[config.mk]
export PLATFORM = sky130hd
export DESIGN_NAME = keysearch_regs
export DESIGN_NICKNAME = d
export VERILOG_FILES = /design/src/rtl/keysearch_pkg.sv /design/src/rtl/keysearch_core_slot.sv /design/src/rtl/keysearch_regs.sv
export SDC_FILE = /design/constraint.sdc
export NUM_CORES = 1
export LEC_CHECK = 0
export CAP_MARGIN = 15
export CORE_MARGIN = 2
export CORE_UTILIZATION = 46
export DETAILED_ROUTE_END_ITERATION = 8
export PLACE_DENSITY = 0.95
export SKIP_LAST_GASP = 1
export SLEW_MARGIN = 20
export SYNTH_ARGS = -nofsm -noshare
export SYNTH_HDL_FRONTEND = slang
export SYNTH_SLANG_ARGS = --single-unit
[constraint.sdc]
create_clock -name clk -period 2.9 [get_ports clk]
set_input_delay 0.435 -clock clk [delete_from_list [all_inputs] [get_ports clk]]
set_output_delay 0.435 -clock clk [all_outputs]
set_load 0.005 [all_outputs]
[src/rtl/keysearch_pkg.sv]
// Shared register map constants and helpers for the DES key-search
// register file. Optional IRQ logic is gated by KEYSEARCH_IRQ_EN.
package keysearch_pkg;

  localparam logic [11:0] OFF_RUN    = 12'h000;
  localparam logic [11:0] OFF_BUSY   = 12'h004;
  localparam logic [11:0] OFF_DONE   = 12'h008;
  localparam logic [11:0] OFF_NCORES = 12'h00C;
  localparam logic [11:0] OFF_IRQEN  = 12'h010;
  localparam logic [11:0] OFF_GOALHI = 12'h018;
  localparam logic [11:0] OFF_GOALLO = 12'h01C;

  localparam logic [11:0] PERCORE_BASE   = 12'h800;
  localparam int          PERCORE_STRIDE = 16;

  localparam logic [1:0] SUB_STARTHI = 2'd0;
  localparam logic [1:0] SUB_STARTLO = 2'd1;
  localparam logic [1:0] SUB_RESHI   = 2'd2;
  localparam logic [1:0] SUB_RESLO   = 2'd3;

  localparam logic [31:0] PARITY_MASK = 32'hfefefefe;
  localparam logic [31:0] NO_MASK     = 32'hffffffff;

  // Byte-strobed merge; written bytes are ANDed with msk.
  function automatic logic [31:0] be_merge(
    input logic [31:0] old,
    input logic [31:0] wd,
    input logic [3:0]  be,
    input logic [31:0] msk
  );
    logic [31:0] r;
    r = old;
    for (int b = 0; b < 4; b++)
      if (be[b]) r[8*b +: 8] = wd[8*b +: 8] & msk[8*b +: 8];
    return r;
  endfunction

endpackage

[src/rtl/keysearch_core_slot.sv]
// Per-core state: start key, busy fall detector, sticky DONE
// and RUN bit with auto-clear on completion.
module keysearch_core_slot
  import keysearch_pkg::*;
(
  input  logic        clk,
  input  logic        rst,
  input  logic [31:0] wdata_i,
  input  logic [3:0]  wstrb_i,
  input  logic        wr_hi_i,
  input  logic        wr_lo_i,
  input  logic        run_we_i,
  input  logic        run_wd_i,
  input  logic        done_clr_i,
  input  logic        busy_i,
  output logic [63:0] start_o,
  output logic        run_o,
  output logic        done_o
);

  logic [63:0] start_q, start_d;
  logic        run_q, run_d;
  logic        done_q, done_d;
  logic        busy_q;
  logic        fall;

  // Next state: software RUN write beats auto-clear, DONE set beats W1C.
  always_comb begin
    fall    = busy_q & ~busy_i;
    start_d = start_q;
    if (wr_hi_i)
      start_d[63:32] = be_merge(start_q[63:32], wdata_i, wstrb_i, PARITY_MASK);
    if (wr_lo_i)
      start_d[31:0] = be_merge(start_q[31:0], wdata_i, wstrb_i, PARITY_MASK);
    run_d  = run_we_i ? run_wd_i : (run_q & ~fall);
    done_d = fall | (done_q & ~done_clr_i);
  end

  // Slot state registers.
  always_ff @(posedge clk) begin
    if (rst) begin
      start_q <= '0;
      run_q   <= 1'b0;
      done_q  <= 1'b0;
      busy_q  <= 1'b0;
    end else begin
      start_q <= start_d;
      run_q   <= run_d;
      done_q  <= done_d;
      busy_q  <= busy_i;
    end
  end

  assign start_o = start_q;
  assign run_o   = run_q;
  assign done_o  = done_q;

endmodule

[src/rtl/keysearch_regs.sv]
// ARM-side register file for an N-core DES key-search array.
// KEYSEARCH_IRQ_EN adds the IRQEN register and the irq output.
module keysearch_regs
  import keysearch_pkg::*;
#(
  parameter int N  = 1,
  parameter int AW = 12
) (
  input  logic            clk,
  input  logic            rst,
  input  logic [31:0]     armaddr,
  output logic [31:0]     armrdata,
  input  logic [31:0]     armwdata,
  input  logic            armwr,
  input  logic            armreq,
  output logic            armack,
  input  logic [3:0]      armwstrb,
  output logic            armerr,
  output logic            irq,
  output logic [63:0]     goal,
  output logic [64*N-1:0] start,
  output logic [N-1:0]    run,
  input  logic [N-1:0]    busy,
  input  logic [64*N-1:0] res
);

  localparam int PCS = $clog2(PERCORE_STRIDE);
  localparam int IW  = AW - PCS;

  logic          req_q, ack_q, err_q;
  logic [31:0]   rdata_q;
  logic [63:0]   goal_q;
  logic [N-1:0]  done_w;
  logic [AW-1:0] off;
  logic [IW-1:0] idx;
  logic [1:0]    sub;
  logic          accept, in_pc, ro, err_d, err_a, wr_ok;
  logic          is_run, is_busy, is_done, is_nc, is_ghi, is_glo;
  logic [31:0]   rd_d, rdata_a;
  logic [63:0]   c_start, c_res;
  logic          unused_addr;

  assign unused_addr = ^{armaddr >> AW, armaddr[1:0]};

  assign accept = armreq & ~req_q;
  assign off    = {armaddr[AW-1:2], 2'b00};
  assign idx    = off[AW-1:PCS] - IW'(PERCORE_BASE >> PCS);
  assign sub    = off[3:2];
  assign in_pc  = (off >= AW'(PERCORE_BASE)) && (idx < IW'(N));
  assign is_run  = off == AW'(OFF_RUN);
  assign is_busy = off == AW'(OFF_BUSY);
  assign is_done = off == AW'(OFF_DONE);
  assign is_nc   = off == AW'(OFF_NCORES);
  assign is_ghi  = off == AW'(OFF_GOALHI);
  assign is_glo  = off == AW'(OFF_GOALLO);

`ifdef KEYSEARCH_IRQ_EN
  logic         is_irqen;
  logic [N-1:0] irqen_q;
  logic         irq_q;
  assign is_irqen = off == AW'(OFF_IRQEN);
`endif

  // Select the addressed core's start key and result.
  always_comb begin
    c_start = '0;
    c_res   = '0;
    for (int i = 0; i < N; i++)
      if (idx == IW'(i)) begin
        c_start = start[64*i +: 64];
        c_res   = res[64*i +: 64];
      end
  end

  // Address decode and read mux.
  always_comb begin
    rd_d  = '0;
    err_d = 1'b1;
    ro    = 1'b0;
    unique case (1'b1)
      is_run:  begin err_d = 1'b0; rd_d[N-1:0] = run; end
      is_busy: begin err_d = 1'b0; ro = 1'b1; rd_d[N-1:0] = busy; end
      is_done: begin err_d = 1'b0; rd_d[N-1:0] = done_w; end
      is_nc:   begin err_d = 1'b0; ro = 1'b1; rd_d = 32'(N); end
`ifdef KEYSEARCH_IRQ_EN
      is_irqen: begin err_d = 1'b0; rd_d[N-1:0] = irqen_q; end
`endif
      is_ghi:  begin err_d = 1'b0; rd_d = goal_q[63:32]; end
      is_glo:  begin err_d = 1'b0; rd_d = goal_q[31:0]; end
      in_pc: begin
        err_d = 1'b0;
        ro    = sub[1];
        unique case (sub)
          SUB_STARTHI: rd_d = c_start[63:32];
          SUB_STARTLO: rd_d = c_start[31:0];
          SUB_RESHI:   rd_d = c_res[63:32];
          SUB_RESLO:   rd_d = c_res[31:0];
          default:     rd_d = '0;
        endcase
      end
      default: ;
    endcase
    err_a   = err_d | (armwr & ro);
    rdata_a = (armwr | err_a) ? 32'h0 : rd_d;
    wr_ok   = accept & armwr & ~err_a;
  end

  for (genvar i = 0; i < N; i++) begin : g_slot
    keysearch_core_slot u_slot (
      .clk        (clk),
      .rst        (rst),
      .wdata_i    (armwdata),
      .wstrb_i    (armwstrb),
      .wr_hi_i    (wr_ok & in_pc & (idx == IW'(i)) & (sub == SUB_STARTHI)),
      .wr_lo_i    (wr_ok & in_pc & (idx == IW'(i)) & (sub == SUB_STARTLO)),
      .run_we_i   (wr_ok & is_run & armwstrb[i/8]),
      .run_wd_i   (armwdata[i]),
      .done_clr_i (wr_ok & is_done & armwstrb[i/8] & armwdata[i]),
      .busy_i     (busy[i]),
      .start_o    (start[64*i +: 64]),
      .run_o      (run[i]),
      .done_o     (done_w[i])
    );
  end

  // Handshake, read data capture and goal register.
  always_ff @(posedge clk) begin
    if (rst) begin
      req_q   <= 1'b0;
      ack_q   <= 1'b0;
      err_q   <= 1'b0;
      rdata_q <= '0;
      goal_q  <= '0;
    end else begin
      req_q   <= armreq;
      ack_q   <= accept;
      err_q   <= accept & err_a;
      rdata_q <= accept ? rdata_a : 32'h0;
      if (wr_ok && is_ghi)
        goal_q[63:32] <= be_merge(goal_q[63:32], armwdata, armwstrb, NO_MASK);
      if (wr_ok && is_glo)
        goal_q[31:0] <= be_merge(goal_q[31:0], armwdata, armwstrb, NO_MASK);
    end
  end

`ifdef KEYSEARCH_IRQ_EN
  // IRQ enable register and registered interrupt.
  always_ff @(posedge clk) begin
    if (rst) begin
      irqen_q <= '0;
      irq_q   <= 1'b0;
    end else begin
      for (int i = 0; i < N; i++)
        if (wr_ok && is_irqen && armwstrb[i/8]) irqen_q[i] <= armwdata[i];
      irq_q <= |(done_w & irqen_q);
    end
  end
  assign irq = irq_q;
`else
  assign irq = 1'b0;
`endif

  assign armack   = ack_q;
  assign armerr   = err_q;
  assign armrdata = rdata_q;
  assign goal     = goal_q;

endmodule
==> results.cfg, run 1 <==
[floorplan]
core-area_mm2 = 0.0150
die_h_um = 128
rows = 45
initial_core_util = 0.467
die_w_um = 128
num_io_pins = 301
die-area_mm2 = 0.0163

[synth]
synth_top_area_frac = 0.450
synth_edf_count = 0
yosysWarnings = 0
yosysUniqueCellTypes = 51
synth_cells = 657
yosys_most_used_dff = dfxtp_1
synth-async-reset-ratio = 0
yosysTopAreaCell = dfxtp_1
ys_ff_latch = 158
yosysSeqAreaShare = 0.450
syn_area_mm2 = 0.00702
yosys-top-cells-area = dfxtp_1 (45%), mux2i_1 (17%), mux4_2 (9.0%), nor2_1 (4.8%), a222oi_1 (4.4%)
avgSynthCellArea_um2 = 10.7

[power]
leakage_uw = 0.00412
peakVddDrop_v = 0.000357
power_density_mw_per_mm2 = 467

[worst_setup_path]
rr_startpoint = req_q
crit_type = in -> reg
worst_path_max_delay_cell = clkdlybuf4s50_1
cp.required_ns = 3.23
cp_max_fo = 32
cp-startpoint = armaddr[11]
cp-start-kind = primary input
cp_cell_sequence = clkdlybuf4s50_1 > and4bb_2 > buf_12 > nand4_2 > mux2i_1
endpoint_kind = register
arrival_ns = 2.51
crit_path_max_incr_delay_ns = 0.67
rrSetupSlack_ns = 1.08

[worst_hold_path]
min_from = rst
min_path_type = in -> reg

[timing]
finClkSkew_ns = 0.0117
drv_slew = 0
setup_tns_ns = 0
rsz0062_at_grt = no
holdWs_ns = 0.409
setup_viol = 0
max_freq_mhz = 457
max-slew-margin-rel = 0.537
period_minus_slack_ns = 2.19
worstMarginPinSlew_ns = 0.694
period_share = 0.754
final-hold-violation-count = 0

[route]
ant_nets = 0
drc = 0
post_drt_via_cell_ratio = 5.57
wl_um = 22100
vias = 6250
wl_per_cell_um = 19.7
drt_iter0_drc = 673
firstDrtPassIters = 7

[place]
port_buffers = 269
hpwl_um = 15600
gp_congestion = 0.811

[clock_tree]
ctsHoldBuffers = 0
cts_root_buffer = clkbuf_16
post-cts-setup-buffer-count = 0
insertion_delay_ns = 0.42
cts_resized = 0
clockBufferDepth = 2
cts_tree = yes
cts_buffers = 17
htreeDepth = 4
clock_sinks = 158
clkSlewWorstSetupHoldPaths_ns = 0.06

[finish]
fillerInstances = 1055
fin_nets = 1059
drive_above_1_share = 0.130
layout_common_cells = clkdlybuf4s50_1 (266), dfxtp_1 (158), mux2i_1 (121)
layout_commonest_cell = clkdlybuf4s50_1
syn2layout_area_growth_pct = 50.0
num_antenna_cells = 0

[global_route]
grt.overflow.total = 0
grt_pass1_vias = 6385
grt_pass1_wl_um = 34200
grt_max_degree = 58
antenna_found_initial = 0
grtUsageTotal = 0.270

[run]
cap_violations = 0

[status]
status = complete, no violations
[cell usage after synthesis, types with 2 or more instances]
cell type and n:
a31oi_1 3, nor2_2 4, buf_4 10, inv_1 4
nand2_1 69, nor2_1 90, nand4b_1 2, nor4bb_1 3
mux2_2 3, nor4_4 2, o21ai_0 3, a21oi_1 2
mux2i_1 121, nand2b_1 31, buf_6 3, clkbuf_1 35
nand4_2 7, buf_2 8, or3b_2 4, and4bb_2 3
mux4_2 28, dfxtp_1 158, nor2b_1 3, and4b_1 4
a222oi_1 31
[layout make-up]
cell class,count,area (µm²),area share
multi-input cells,446,3600,0.342
flip-flops and latches,158,3160,0.300
repair buffers,295,2900,0.275
clock buffers,20,467,0.0443
well taps,188,235,0.0223
clock inverters,12,158,0.0150
inverters,4,15.0,0.00143
[routing by layer]
metal	vias up	global-route usage	part of all wire
met5	-	0	0
met2	292	0.461	0.50
met3	36	0.0775	0.081
met4	0	0.108	0.022
met1	3021	0.322	0.40
li1	2901	-	-
[kinds of logic after synthesis]
| family | after synthesis | synth area share |
|---|---|---|
| and+or+nand+nor | 241 | 0.183 |
| DFF | 158 | 0.450 |
| muxes | 152 | 0.267 |
| buffers and inverters | 61 | 0.0426 |
| AOI/OAI and AO/OA | 44 | 0.0563 |
| other | 1 | 0.000534 |
[sequential cells by signal, indices dropped and copies added, names as in the netlist]
register and cells:
armrdata 32, g_slot.u_slot.run_o 1, goal 64, g_slot.u_slot.start_o 56
armack 1, g_slot.u_slot.done_o 1, g_slot.u_slot.busy_q 1, req_q 1
armerr 1
[critical path, delay by kind of cell]
kind / cells / cell delay [ns]
buffers and inverters: 2 / 0.91
muxes: 1 / 0.30
and+or+nand+nor: 2 / 0.86
[path summary, 6_finish.rpt]
check | end | cells past startpoint
worst min register to register | goal[4] | 2
worst max-delay path | goal[32] | 5
worst min-delay path | armack | 3
worst max register to register | goal[47] | 4
[report_power, final]
part	leakage, µW	total (µW)	internal (µW)	switching (µW)
Combinational	0.00254	417	234	184
Sequential	0.00127	2180	2170	1.42
Clock	0.000311	2330	1430	898
[stage by stage]
stage                     cell area (µm²)   util  std cells  power, µW  worst slack, ns
final                               10500  0.701       1123       4920            0.713
after global routing                10500  0.701       1123       5080            0.487
after CTS                           10500  0.701       1123       4950            0.736
after detailed placement             9910  0.659       1091       2640            0.299
after global placement               9910  0.659       1091       2630            0.352
after floorplan                      7050      -        665       2420            0.968
No activity file was read; power rests on OpenSTA's default activity.
==> run 2, diff against run 1 <==
--- a/config.mk
+++ b/config.mk
@@ -7,9 +7,9 @@
 export LEC_CHECK = 0
 export CAP_MARGIN = 15
 export CORE_MARGIN = 2
-export CORE_UTILIZATION = 46
+export CORE_UTILIZATION = 43
 export DETAILED_ROUTE_END_ITERATION = 8
-export PLACE_DENSITY = 0.95
+export PLACE_DENSITY = 0.91
 export SKIP_LAST_GASP = 1
 export SLEW_MARGIN = 20
 export SYNTH_ARGS = -nofsm -noshare
==> constraint.sdc (replaced) <==
create_clock -name clk -period 2.25 [get_ports clk]
set_input_delay 0.3375 -clock clk [delete_from_list [all_inputs] [get_ports clk]]
set_output_delay 0.3375 -clock clk [all_outputs]
set_load 0.005 [all_outputs]
==> results.cfg, run 2 (same netlist as run 1, synthesis figures left out) <==
[floorplan]
initial_core_util = 0.441
rows = 46
num_io_pins = 301
core-area_mm2 = 0.0159
die-area_mm2 = 0.0174
die_w_um = 132
die_h_um = 132

[worst_setup_path]
crit_path_max_incr_delay_ns = 0.71
crit_type = in -> reg
crit_end = g_slot[0].u_slot.start_o[51]
cp-startpoint = armaddr[11]
path_depth = 6
worstRegToRegCells = 5
cp-start-kind = primary input
arrival_ns = 2.19
crit_family = buffers and inverters
rr_startpoint = req_q
cp_max_fo = 11
cp.required_ns = 2.54
cp_num_buf_inv = 2
endpoint_kind = register
rrSetupSlack_ns = 0.51
r2r_end = g_slot[0].u_slot.start_o[11]
worst_path_max_delay_cell = clkdlybuf4s50_1
cp_cell_sequence = clkdlybuf4s50_1 > buf_4 > and4bb_2 > nand4_2 > mux2i_1 > nor2_1

[clock_tree]
cts_resized = 0
insertion_delay_ns = 0.42
clock_sinks = 158
clkSlewWorstSetupHoldPaths_ns = 0.06
clockBufferDepth = 2
htreeDepth = 4
ctsHoldBuffers = 0
cts_root_buffer = clkbuf_16
cts_tree = yes
post-cts-setup-buffer-count = 0
cts_buffers = 17

[power]
power_density_mw_per_mm2 = 565
p_seq_frac = 0.457
peakVddDrop_v = 0.000467
switching_share = 0.231
power.total_uw = 6130
intPower_uw = 4710
comb_power_share = 0.093
leakage_uw = 0.00426
clkPwrFrac = 0.450
p_switching_uw = 1420

[finish]
fin_area_mm2 = 0.0108
layout_commonest_cell = clkdlybuf4s50_1
syn2layout_area_growth_pct = 54.4
fin_nets = 1086
num_antenna_cells = 0
multi_input_area_mm2 = 0.00360
fillerInstances = 1246
layout_common_cells = clkdlybuf4s50_1 (266), dfxtp_1 (158), mux2i_1 (121)
seq_area_mm2 = 0.00316
drive_above_1_share = 0.154
stdcell_count = 1178
largest_reg_flops = 64

[timing]
setup_viol = 0
drv_slew = 0
max-slew-margin-rel = 0.600
max_freq_mhz = 526
rsz0062_at_grt = no
setup_tns_ns = 0
finClkSkew_ns = 0.0100
period_share = 0.845
period_minus_slack_ns = 1.90
worstMarginPinSlew_ns = 0.600
holdWs_ns = 0.332
final-hold-violation-count = 0

[route]
post_drt_via_cell_ratio = 5.46
drt_iter0_drc = 434
firstDrtPassIters = 6
wl_um = 23200
ant_nets = 0
drc = 0
vias = 6435
wl_per_cell_um = 19.7

[global_route]
grt_max_degree = 67
grt_pass1_vias = 6609
grt.overflow.total = 0
grt_pass1_wl_um = 36300
antenna_found_initial = 0
grtUsageTotal = 0.267

[place]
dp.cells = 1146
place_area_mm2 = 0.0103
hpwl_um = 17000
gp_congestion = 0.828
port_buffers = 269

[run]
cap_violations = 0

[worst_hold_path]
min_path_type = in -> reg

[status]
status = complete, no violations
run 2: cell types whose count changed in the layout (fill, tap and decap cells not counted):
cell / delta
clkbuf_1: +1
buf_12: +10
bufinv_16: -2
clkinvlp_4: +1
clkinv_2: +1
clkbuf_8: -1
buf_4: +17
run 2: stage by stage:
stage,util,setup slack [ns]
finish,0.680,0.349
global route,0.680,0.262
CTS,0.680,0.374
detailed placement,0.644,-0.0694
global placement,0.644,-0.0184
floorplan,-,0.415
run 2: per-layer routing:
layer | wire length (µm) | vias up | part of all wire | global-route usage
li1 | - | 2946 | - | -
met5 | 0 | - | 0 | 0
met4 | 726 | 0 | 0.031 | 0.104
met3 | 1580 | 51 | 0.068 | 0.0700
met2 | 11700 | 302 | 0.50 | 0.465
met1 | 9220 | 3136 | 0.40 | 0.315
run 2: worst min path at each step:
stage / start / endpoint / depth (start not counted)
after floorplan: armwr / armrdata[0] / 1
after global routing: rst / armack / 3
after global placement: goal[21] / goal[21] / 2
after CTS: rst / armack / 3
after detailed placement: goal[21] / goal[21] / 2
final: rst / armack / 3
run 2: power groups by stage:
stage | clock network [µW] | logic [µW] | registers [µW]
floorplan | 0 | 249 | 2870
global placement | 0 | 552 | 2870
detailed placement | 0 | 564 | 2870
CTS | 2800 | 567 | 2800
global route | 2930 | 606 | 2800
finish | 2750 | 570 | 2800
run 2: final cells by class:
cell class                      instances  share of cell area
Clock buffer                           20              0.0421
Clock inverter                         12              0.0102
Inverter                                4             0.00139
Multi-Input combinational cell        446               0.332
Sequential cell                       158               0.292
Tap cell                              216              0.0249
Timing Repair Buffer                  322               0.298
run 2: worst min-delay path, stage by stage:
cell and delay [ns]:
buf_2 0.12, or3b_2 0.18, inv_1 0.06
